==> src/rtl/custom_axi_ip_sched.sv <==
// Round-robin arbiter sharing one increment engine among NUM_REQ requesters; accept->rsp 3+k cycles.
// Backpressure: a single request is accepted only in IDLE (req_ready_o one-hot); rsp is a 1-cycle strobe.
module custom_axi_ip_sched #(
  parameter int NUM_REQ        = 4,
  parameter int DATA_WIDTH     = 32,
  parameter int TIMEOUT_CYCLES = 16
) (
  input  logic                          clk_i,
  input  logic                          rst_ni,
  input  logic [NUM_REQ-1:0]            req_valid_i,
  input  logic [NUM_REQ*DATA_WIDTH-1:0] req_data_i,
  output logic [NUM_REQ-1:0]            req_ready_o,
  output logic [NUM_REQ-1:0]            rsp_valid_o,
  output logic [DATA_WIDTH-1:0]         rsp_data_o,
  output logic                          rsp_error_o,
  output logic                          eng_start_o,
  output logic [DATA_WIDTH-1:0]         eng_din_o,
  input  logic                          eng_done_i,
  input  logic [DATA_WIDTH-1:0]         eng_dout_i,
  output logic                          busy_o,
  output logic [$clog2(NUM_REQ)-1:0]    grant_id_o,
  output logic [7:0]                    err_count_o
);

  localparam int IDW = $clog2(NUM_REQ);
  localparam int TW  = $clog2(TIMEOUT_CYCLES);

  typedef enum logic [1:0] {ST_IDLE, ST_ISSUE, ST_WAIT, ST_RESP} state_t;

  state_t                state;
  logic [IDW-1:0]        rr_ptr;
  logic [TW-1:0]         timer;
  logic [IDW-1:0]        gnt_idx;
  logic [IDW-1:0]        cand;
  logic                  gnt_found;
  logic [DATA_WIDTH-1:0] gnt_data;
  logic [DATA_WIDTH-1:0] req_data_arr [NUM_REQ];
  int                    arb_idx;

  for (genvar i = 0; i < NUM_REQ; i++) begin : g_unpack
    assign req_data_arr[i] = req_data_i[i*DATA_WIDTH +: DATA_WIDTH];
  end

  // Scan from rr_ptr upward with wraparound; first valid requester wins.
  always_comb begin
    gnt_found = 1'b0;
    gnt_idx   = '0;
    gnt_data  = '0;
    arb_idx   = 0;
    cand      = '0;
    for (int off = 0; off < NUM_REQ; off++) begin
      arb_idx = int'(rr_ptr) + off;
      if (arb_idx >= NUM_REQ) arb_idx = arb_idx - NUM_REQ;
      cand = IDW'(arb_idx);
      if (!gnt_found && req_valid_i[cand]) begin
        gnt_found = 1'b1;
        gnt_idx   = cand;
        gnt_data  = req_data_arr[cand];
      end
    end
  end

  always_comb begin
    req_ready_o = '0;
    if (rst_ni && state == ST_IDLE && gnt_found) req_ready_o = NUM_REQ'(1) << gnt_idx;
  end

  assign busy_o = (state != ST_IDLE);

  always_ff @(posedge clk_i or negedge rst_ni) begin
    if (!rst_ni) begin
      state       <= ST_IDLE;
      rr_ptr      <= '0;
      timer       <= '0;
      eng_din_o   <= '0;
      eng_start_o <= 1'b0;
      grant_id_o  <= '0;
      rsp_valid_o <= '0;
      rsp_data_o  <= '0;
      rsp_error_o <= 1'b0;
      err_count_o <= '0;
    end else begin
      eng_start_o <= 1'b0;
      rsp_valid_o <= '0;
      case (state)
        ST_IDLE: begin
          if (gnt_found) begin
            eng_din_o   <= gnt_data;
            grant_id_o  <= gnt_idx;
            rr_ptr      <= (gnt_idx == IDW'(NUM_REQ-1)) ? '0 : gnt_idx + 1'b1;
            eng_start_o <= 1'b1;
            state       <= ST_ISSUE;
          end
        end
        ST_ISSUE: begin
          timer <= '0;
          state <= ST_WAIT;
        end
        ST_WAIT: begin
          // A done coinciding with the last timer value still counts as success.
          if (eng_done_i) begin
            rsp_data_o  <= eng_dout_i;
            rsp_error_o <= 1'b0;
            rsp_valid_o <= NUM_REQ'(1) << grant_id_o;
            state       <= ST_RESP;
          end else if (timer == TW'(TIMEOUT_CYCLES-1)) begin
            rsp_data_o  <= '0;
            rsp_error_o <= 1'b1;
            rsp_valid_o <= NUM_REQ'(1) << grant_id_o;
            if (err_count_o != 8'hFF) err_count_o <= err_count_o + 8'd1;
            state       <= ST_RESP;
          end else begin
            timer <= timer + 1'b1;
          end
        end
        ST_RESP: state <= ST_IDLE;
        default: state <= ST_IDLE;
      endcase
    end
  end

endmodule
==> config.mk <==
export PLATFORM = sky130hd
export DESIGN_NAME = custom_axi_ip_sched
export DESIGN_NICKNAME = d
export VERILOG_FILES = /design/src/rtl/custom_axi_ip_sched.sv
export SDC_FILE = /design/constraint.sdc
export NUM_CORES = 1
export LEC_CHECK = 0
export ABC_AREA = 1
export CORE_MARGIN = 8
export CORE_UTILIZATION = 43
export DETAILED_ROUTE_END_ITERATION = 8
export GPL_ROUTABILITY_DRIVEN = 1
export PLACE_DENSITY = 0.86
export SETUP_SLACK_MARGIN = 0.15
export SLEW_MARGIN = 40
export SYNTH_ARGS = -nofsm -noshare
export SYNTH_HDL_FRONTEND = slang
export SYNTH_SLANG_ARGS = --single-unit
==> constraint.sdc <==
create_clock -name clk_i -period 2.46 [get_ports clk_i]
set_input_delay 0.492 -clock clk_i [delete_from_list [all_inputs] [get_ports clk_i]]
set_output_delay 0.492 -clock clk_i [all_outputs]
set_load 0.02 [all_outputs]
==> flow_summary.ini <==
[route]
dr.max_layer_used = met4
drt_pass1_iterations = 6
viasPerCell = 5.41
antenna_left = 0
wl_per_cell_um = 16.7
drc = 0
route.vias.total = 10500
wl_met1_mm = 12.8
drt_iter0_markers = 843
wl_met3_mm = 2.84
routed_wl_mm = 32.2
dr_wl_met2_mm = 15.5

[hold_path]
hp-class = register to register

[critical_path]
critPathArrivalTime_ns = 2.42
cp_max_fo = 7
cp.required_ns = 1.97
crit_path_end_kind = output port
reg2reg_slack_ns = -0.23
path_class = register to output port
startpoint_type = register

[pwr]
leakagePower_nw = 6.30
power_mw = 17.1
power_density_mw_per_mm2 = 1470
irDropWorstVdd_v = 0.00127

[outcome]
outcome = complete, but fails checks
violations = setup timing

[cts]
numCtsBuffers = 9
clk_pin_slew_ns = 0.07
htreeDepth = 3
clkLatencyLatePin_ns = 0.34
cts_tree = done
cts_max_path_buffers = 2
clock-sinks = 88
cts_root_buf = clkbuf_16

[final_layout]
nFillCells = 1654
drive_gt1_frac = 0.0931
final_nets = 1869
fin_util = 0.629
area_growth_pct = 45.4

[synthesis]
yosysSeqAreaShare = 0.276
synth_seq_cells = 88
yosysTopAreaCellShare = 0.460
ys_types = 28
synthCells = 1462
netlist_area_mm2 = 0.00799
synth_area_per_cell_um2 = 5.46
synth_area_leaders = nand2_1, dfrtp_1, nand3_1
yosys_warnings = 0
synth_nets = 1639
yosys.area.top_type = nand2_1

[global_route]
grt_max_degree = 94
grt_pass1_wl_mm = 49.2
track_usage = 0.257
grt_antenna_before_repair = 2
grt_pass1_vias = 9779
grt-ovfl-total = 0

[floorplanning]
die_h_um = 152
start_util = 0.433
die_x_um = 152
die_area_mm2 = 0.0232
std_cell_rows = 50
ioPinCount = 252
coreArea_mm2 = 0.0185

[sta]
relSlewSlack = 0.499
rsz0062_at_grt = yes
fin_ws_ns = -0.452
setup_viol = 20
maxSlewViolCount = 0
skew_ns = 0.00790
period_share = 1.18
fmax_mhz = 343
layout_min_cycle_time_ns = 2.91
tightest_slew_ns = 0.751
hold_viol_final = 0
setup_tns_ns = -3.88

[place]
place_hpwl_mm = 21.7
gp_congestion = 0.852
numPortBuffers = 251

[job]
drv_cap = 0
[report_power, final]
part / switching (mW) / internal [mW] / total (mW)
registers: 0.429 / 2.05 / 2.48
clock network: 0.629 / 0.797 / 1.43
logic: 8.38 / 4.79 / 13.2
total: 9.43 / 7.63 / 17.1
[critical path: stages, from the launching register on]
cell,delay [ns]
dfrtp_4,0.50
buf_6,0.15
nand2_4,0.07
nand2_4,0.07
nand2_4,0.09
nand2_4,0.09
nor2_4,0.22
nand3_2,0.18
nand3_4,0.13
nand2_4,0.08
inv_4,0.09
ha_4,0.13
inv_2,0.04
nor2_4,0.10
buf_6,0.12
[sequential cells by signal, summed over array words and instances (netlist names)]
signal	count
rsp_error_o	1
rr_ptr	2
eng_din_o	32
state	2
timer	4
err_count_o	8
rsp_data_o	32
grant_id_o	2
rsp_valid_o	4
eng_start_o	1
[placed cells by master (no fill, tap or decap), types with 7 or more instances in the layout]
cell type and count:
nand2_2 15, nand2_4 11, ha_1 7, nand4_1 35
nand2_1 957, a22o_1 32, nand3_1 90, nand3_2 20
clkbuf_16 11, clkdlybuf4s50_1 241, buf_6 9, dfrtp_1 86
inv_1 48, buf_4 51, nor2_1 13
[cell usage after synthesis]
cell / count
inv_1: 54
buf_6: 1
a21oi_1: 4
o21ai_1: 3
nand3_2: 1
clkinv_1: 1
nand4_1: 35
nand2_1: 979
nor2_4: 1
nand2_4: 2
o21ai_0: 5
buf_1: 18
and3b_1: 1
nor3_1: 6
mux2_2: 1
ha_1: 10
buf_2: 21
clkbuf_1: 52
nor2_1: 18
buf_4: 4
xor2_1: 4
xnor2_1: 2
nand3_1: 112
a22o_1: 32
nand2_2: 2
inv_2: 4
dfrtp_1: 88
o211ai_1: 1
[cell families (layout without fill, tap and decap cells)]
family,count (synthesis),in the layout,share of synthesized area
flip-flops,88,88,0.276
multiplexers,1,1,0.00141
buffers and inverters,155,390,0.0790
XOR/XNOR,6,6,0.00658
adder cells (fa/ha/maj),10,10,0.0157
AO/OA/AOI/OAI,45,45,0.0436
other,0,3,0
AND/OR/NAND/NOR,1157,1157,0.578
[final timing paths]
check | from | to | depth (start not counted)
max | rr_ptr[0] | req_ready_o[3] | 14
min in group asynchronous | rst_ni | rsp_data_o[31] | 2
max reg2reg | rr_ptr[0] | eng_din_o[21] | 19
min | eng_din_o[11] | eng_din_o[11] | 2
min reg2reg | eng_din_o[11] | eng_din_o[11] | 2
max in group asynchronous | rst_ni | rr_ptr[0] | 3
[final cells by class]
cell class / count / area [um^2] / share of cell area
Clock inverter: 7 / 76.3 / 0.00657
Timing Repair Buffer: 314 / 3090 / 0.266
Inverter: 59 / 236 / 0.0204
Sequential cell: 88 / 2210 / 0.190
Multi-Input combinational cell: 1219 / 5470 / 0.471
Tap cell: 234 / 293 / 0.0252
Timing Repair inverter: 1 / 8.76 / 0.000754
Antenna cell: 3 / 7.51 / 0.000647
Clock buffer: 9 / 225 / 0.0194
[repair_timing]
action                                  4_1_cts  5_1_grt
resized for setup                            64       54
hold buffers                                  1        0
setup buffers                                10        8
gates cloned                                  0        4
endpoints found under the hold margin        11        0
endpoints found under the setup margin       12       26
pin swaps                                    17       36
[stage by stage]
step / cell area, um^2 / hold WS [ns] / setup WS, ns / cells
4_1_cts: 11300 / 0.484 / -0.284 / 1919
3_5_place_dp: 10800 / 0.344 / -0.936 / 1892
3_3_place_gp: 10700 / 0.338 / -0.773 / 1892
6_report: 11600 / 0.480 / -0.452 / 1934
5_1_grt: 11600 / 0.502 / -0.527 / 1933
2_1_floorplan: 8030 / 0.196 / 0.157 / 1462
[per-layer routing]
metal / vias to the layer above / track usage
met5: - / 0
met4: 0 / 0.110
met3: 99 / 0.0649
met2: 546 / 0.443
met1: 4810 / 0.297
li1: 5003 / -
Power figures use the tool's default switching activity.
